===== src/rtl/scan_pkg.sv =====
// Shared types and constants for the scan select sequencer and its channel finder.
package scan_pkg;

  typedef enum logic {
    IDLE = 1'b0,
    SCAN = 1'b1
  } state_t;

  localparam int unsigned NCH       = 4;
  localparam int unsigned SEL_W     = 2;
  localparam int unsigned MIN_DWELL = 1;

  // True when no enabled channel lies strictly above cur.
  function automatic logic none_above(input logic [NCH-1:0] mask, input logic [SEL_W-1:0] cur);
    none_above = 1'b1;
    for (int unsigned i = 0; i < NCH; i++) begin
      if (mask[i] && (SEL_W'(i) > cur)) none_above = 1'b0;
    end
  endfunction

endpackage


===== src/rtl/scan_sel_sequencer_next_ch_find.sv =====
// Combinational channel finder: next enabled channel above cur, and lowest enabled channel.
module next_ch_find
  import scan_pkg::*;
(
  input  logic [NCH-1:0]   mask,
  input  logic [SEL_W-1:0] cur,
  output logic [SEL_W-1:0] nxt,
  output logic             wrap,
  output logic [SEL_W-1:0] first
);

  // Scan from the top down so the lowest qualifying bit is the last one written.
  always_comb begin
    nxt   = cur;
    first = '0;
    for (int unsigned i = 0; i < NCH; i++) begin
      if (mask[NCH-1-i]) begin
        first = SEL_W'(NCH-1-i);
        if (SEL_W'(NCH-1-i) > cur) nxt = SEL_W'(NCH-1-i);
      end
    end
  end

  assign wrap = none_above(mask, cur);

endmodule


===== src/rtl/scan_sel_sequencer.sv =====
// Steps a 2-bit decoder select through enabled channels at a programmable dwell,
// one-shot or continuous, with start/done/err handshake and a select-valid qualifier.
module scan_sel_sequencer #(
  parameter int unsigned DWELL_W = 8,
  parameter int unsigned NCH     = 4
) (
  input  logic               clk,
  input  logic               rst,
  input  logic               start,
  input  logic               abort,
  input  logic               continuous,
  input  logic [DWELL_W-1:0] dwell,
  input  logic [3:0]         ch_mask,
  input  logic               pol_in,
  output logic [1:0]         sel,
  output logic               pol,
  output logic               sel_valid,
  output logic               ch_strobe,
  output logic               busy,
  output logic               done,
  output logic               err
);

  import scan_pkg::*;

  if (NCH != scan_pkg::NCH) begin : g_bad_nch
    $error("scan_sel_sequencer: NCH must be 4");
  end

  state_t             state, state_d;
  logic [DWELL_W-1:0] cnt, cnt_d;
  logic [DWELL_W-1:0] dwell_l, dwell_d;
  logic [3:0]         mask_l, mask_d;
  logic [3:0]         find_mask;
  logic [1:0]         sel_d, cur_nxt, cur_first;
  logic               cur_wrap;
  logic               pol_d, valid_d, strobe_d, busy_d, done_d, err_d;

  // In IDLE the finder looks at the live mask so the first channel is ready at start.
  assign find_mask = (state == IDLE) ? ch_mask : mask_l;

  next_ch_find u_find (
    .mask  (find_mask),
    .cur   (sel),
    .nxt   (cur_nxt),
    .wrap  (cur_wrap),
    .first (cur_first)
  );

  always_comb begin
    state_d  = state;
    cnt_d    = cnt;
    dwell_d  = dwell_l;
    mask_d   = mask_l;
    sel_d    = sel;
    pol_d    = pol;
    valid_d  = sel_valid;
    busy_d   = busy;
    strobe_d = 1'b0;
    err_d    = 1'b0;
    unique case (state)
      IDLE: begin
        valid_d = 1'b0;
        busy_d  = 1'b0;
        if (!abort && start) begin
          if (ch_mask != '0) begin
            mask_d   = ch_mask;
            dwell_d  = (dwell == '0) ? DWELL_W'(MIN_DWELL) : dwell;
            pol_d    = pol_in;
            sel_d    = cur_first;
            cnt_d    = dwell_d - DWELL_W'(1);
            state_d  = SCAN;
            valid_d  = 1'b1;
            busy_d   = 1'b1;
            strobe_d = 1'b1;
          end else begin
            err_d = 1'b1;
          end
        end
      end
      SCAN: begin
        if (abort) begin
          state_d = IDLE;
          valid_d = 1'b0;
          busy_d  = 1'b0;
        end else if (cnt != '0) begin
          cnt_d = cnt - DWELL_W'(1);
        end else if (!cur_wrap) begin
          sel_d    = cur_nxt;
          cnt_d    = dwell_l - DWELL_W'(1);
          strobe_d = 1'b1;
        end else if (continuous) begin
          sel_d    = cur_first;
          cnt_d    = dwell_l - DWELL_W'(1);
          strobe_d = 1'b1;
        end else begin
          state_d = IDLE;
          valid_d = 1'b0;
          busy_d  = 1'b0;
        end
      end
      default: state_d = IDLE;
    endcase
  end

  // done is registered one edge early: it flags the cycle that will be the last dwell cycle of a sweep.
  assign done_d = (state_d == SCAN) && (cnt_d == '0) && none_above(mask_d, sel_d);

  always_ff @(posedge clk or posedge rst) begin
    if (rst) begin
      state     <= IDLE;
      cnt       <= '0;
      dwell_l   <= '0;
      mask_l    <= '0;
      sel       <= '0;
      pol       <= 1'b0;
      sel_valid <= 1'b0;
      ch_strobe <= 1'b0;
      busy      <= 1'b0;
      done      <= 1'b0;
      err       <= 1'b0;
    end else begin
      state     <= state_d;
      cnt       <= cnt_d;
      dwell_l   <= dwell_d;
      mask_l    <= mask_d;
      sel       <= sel_d;
      pol       <= pol_d;
      sel_valid <= valid_d;
      ch_strobe <= strobe_d;
      busy      <= busy_d;
      done      <= done_d;
      err       <= err_d;
    end
  end

endmodule


===== config.mk =====
export PLATFORM = sky130hd
export DESIGN_NAME = scan_sel_sequencer
export DESIGN_NICKNAME = d
export VERILOG_FILES = /design/src/rtl/scan_pkg.sv /design/src/rtl/scan_sel_sequencer_next_ch_find.sv /design/src/rtl/scan_sel_sequencer.sv
export SDC_FILE = /design/constraint.sdc
export NUM_CORES = 1
export LEC_CHECK = 0
export CORE_UTILIZATION = 50
export CTS_BUF_LIST = sky130_fd_sc_hd__clkbuf_16
export CTS_CLUSTER_SIZE = 30
export DETAILED_ROUTE_END_ITERATION = 10
export MAX_ROUTING_LAYER = met4
export PLACE_DENSITY = 0.76
export SYNTH_ARGS = -nofsm -noshare
export SYNTH_HDL_FRONTEND = slang
export SYNTH_SLANG_ARGS = --single-unit

===== constraint.sdc =====
create_clock -name clk -period 2.7 [get_ports clk]
set_input_delay 0.81 -clock clk [delete_from_list [all_inputs] [get_ports clk]]
set_output_delay 0.81 -clock clk [all_outputs]
set_load 0.01 [all_outputs]

==> out/qor.yml <==
synth:
  ys_types: 57
  synthCells: 233
  synth_top_area_share_pct: 36.0
  syn-mean-instance-area_um2: 8.35
  ys_seq_area_share_pct: 36.0
  synth_edf_count: 0
  synth_area_leaders: "dfrtp_1, nand2_1, nor2_1"
  synth_seq_cells: 28
  synth_top_cell_by_area: "dfrtp_1"
  synth_nets: 254
  synth_flop_cell: "dfrtp_1"
  synth-async-reset-ratio_pct: 100
  syn-cell-area_um2: 1950
  yosysWarnings: 0
clock_tree:
  cts_root_buf: "clkbuf_16"
  cts_buffer_depth: 2
  clock_latency_ps: 260
  clkTransAtPathRegs_ps: 70
  postCtsHoldBufs: 0
  cts_tree: "built"
  cts_buffers: 3
  cts_num_sinks: 28
  htreeDepth: 1
floorplan:
  rows: 22
  die_w_um: 64.4
  io_pins: 26
  dieArea_um2: 4140
  core_area_um2: 3690
  start_util_pct: 52.7
  die_y_um: 64.4
sta:
  finalCritPeriodShare_pct: 100
  hold_viol_final: 0
  final-setup-viol-count: 1
  rsz0062_at_grt: "true"
  worst_pin_slew_ps: 409
  period_minus_slack_ps: 2710
  whs_ps: 487
  tns_ps: -9.26
  setup_ws_ps: -9.26
  finClkSkew_ps: 2.74
  max_freq_mhz: 369
  slew_headroom_pct: 72.7
  final_max_slew_viol_count: 0
place:
  dp_hpwl_um: 4470
  portBuffers: 25
  gp_congestion: 0.968
  dp_slack_ps: -594
  place_area_um2: 2630
route:
  dr.pass1.iters: 6
  drt-initial-drc-count: 192
  route.detailed.drc: 0
  ant_nets: 0
  vias_per_cell: 6.21
  vias: 2293
  avgRoutedWirePerCell_um: 18.7
  routed_wirelength_um: 6910
worst_setup_path:
  critPathTopFamily: "simple AND/OR/NAND/NOR gates"
  worstPathRequired_ps: 2900
  critPathSlowestCell: "clkdlybuf4s50_1"
  timing.rr.end: "done$_DFF_PP0_"
  critPathKind: "input pin to flip-flop"
  start_kind: "input pin"
  worst-path-buf-inv: 2
  worstPathArrival_ps: 2910
  r2r_cells: 8
  cp_max_fo: 4
  crit-reg2reg-launch: "state$_DFF_PP0_"
  path_cells: "clkdlybuf4s50_1 > nor3b_1 > and2_4 > buf_4 > a211oi_1 > or3_4 > and4bb_1 > o2111a_1"
  end_kind: "flip-flop"
  max_stage_delay_ps: 480
  regToRegSetupSlack_ps: 120
cells_and_area:
  diodes: 0
  seqCellArea_um2: 701
  fin_area_um2: 2950
  syn_to_final_growth_pct: 51.6
  n_fill_cell: 245
  utilization_pct: 80.0
  final_cell_mix: "buf_4, nand2_1, dfrtp_1"
  layout_commonest_cell: "buf_4"
  multiInputGateArea_um2: 1250
  drive_gt1_share_pct: 33.0
  final_nets: 343
global_route:
  antenna_found_initial: 0
  grt_usage_pct: 35.8
  grt_max_degree: 29
  grt_pass1_vias: 2145
  grt_pass1_wl_um: 10700
  grt-ovfl-total: 0
power_and_ir_drop:
  leakagePower_nw: 1.39
  combPwrFrac_pct: 47.8
  p_int_mw: 1.17
  power.density_nw_per_um2: 637
  ir_drop_mv: 0.451
  p_seq_share_pct: 34.2
  switching_power_mw: 0.707
  power.share.clock_pct: 18.0
  sw_frac_of_total_pct: 37.6
run_status:
  violations: "negative setup slack"
  outcome: "finished with violations"
worst_hold_path:
  min_from: "pol$_DFFE_PP0P_"
  hold_class: "flip-flop to flip-flop"
  hold_end: "pol$_DFFE_PP0P_"
  hold_depth: 2
run:
  cap_violations: 0
[kinds of logic (layout without fill, tap and decap cells)]
group	Yosys count	in the layout	synth area share (%)
compound gates	58	58	21.5
xor+xnor	8	8	3.60
fa+ha+maj	3	3	1.93
buf+inv	27	115	6.30
flops	28	28	36.0
mux	11	11	6.17
simple gates	98	98	24.5
[per-stage QoR]
stage                     total power, mW  instances
after floorplan                      1.04        233
final                                1.88        369
after global placement               1.37        348
after global routing                 1.97        369
after detailed placement             1.39        348
after CTS                            1.80        363
[worst reg2reg max path: cells and delay by family (launching register included)]
family | cells | cell delay, ps
AO/OA/AOI/OAI | 3 | 940
buffers and inverters | 1 | 200
flip-flops | 1 | 490
multiplexers | 1 | 350
AND/OR/NAND/NOR | 3 | 480
[what timing repair did]
action / in CTS / in global routing
gates resized for setup: 37 / 22
gates cloned: 1 / 0
pin swaps: 15 / 15
setup buffers: 10 / 6
endpoints found under the setup margin: 4 / 2
[state kept, by name (all words and copies together) (netlist names), 2 cells and up, named ones only]
register	count
dwell_l	8
mask_l	3
sel	2
cnt	8
[metal layers]
layer	wire length, um	track usage (%)	vias to the layer above
li1	-	-	1023
met1	2850	46.3	1085
met2	3100	54.9	146
met3	597	4.64	39
met4	365	18.1	0
met5	0	-	-
[worst max path at each step]
stage          slack [ps]  depth (start not counted)              to  startpoint
2_1_floorplan         -60                          8  done$_DFF_PP0_  ch_mask[2]
3_3_place_gp         -520                          7  done$_DFF_PP0_       abort
3_5_place_dp         -590                          7  done$_DFF_PP0_       abort
4_1_cts                20                          9  done$_DFF_PP0_  ch_mask[3]
5_1_grt               -30                          9  done$_DFF_PP0_  ch_mask[2]
6_report               -9                          8  done$_DFF_PP0_       start
[final cells by class]
class                   count  share of cell area (%)
well taps                  48                    2.04
multi-input cells         178                    42.6
clock inverters             1                   0.127
inverters                  15                    1.91
repair buffers             96                    27.1
flip-flops and latches     28                    23.8
clock buffers               3                    2.55
[cells in the mapped netlist (2+ instances only)]
master	instances
xor2_1	4
clkbuf_1	7
o31ai_1	2
inv_1	15
buf_6	2
nor2_1	19
and3_1	4
ha_1	3
nor3b_1	2
a22o_1	5
dfrtp_1	28
or4_1	5
and2_1	2
o22ai_1	4
nand3_1	6
xnor2_1	4
o32a_1	2
nor3_1	9
buf_2	2
o21ai_0	10
mux2_2	3
a21oi_1	11
o211ai_1	2
mux2i_1	6
nand2_1	39
nor4_1	4
a211oi_1	3
[power groups by stage]
stage	clock (mW)	combinational (mW)	sequential, mW
2_1_floorplan	0	0.441	0.604
3_3_place_gp	0	0.734	0.634
3_5_place_dp	0	0.750	0.638
4_1_cts	0.341	0.823	0.633
5_1_grt	0.357	0.957	0.654
6_report	0.339	0.898	0.642
Power figures use the tool's default switching activity.
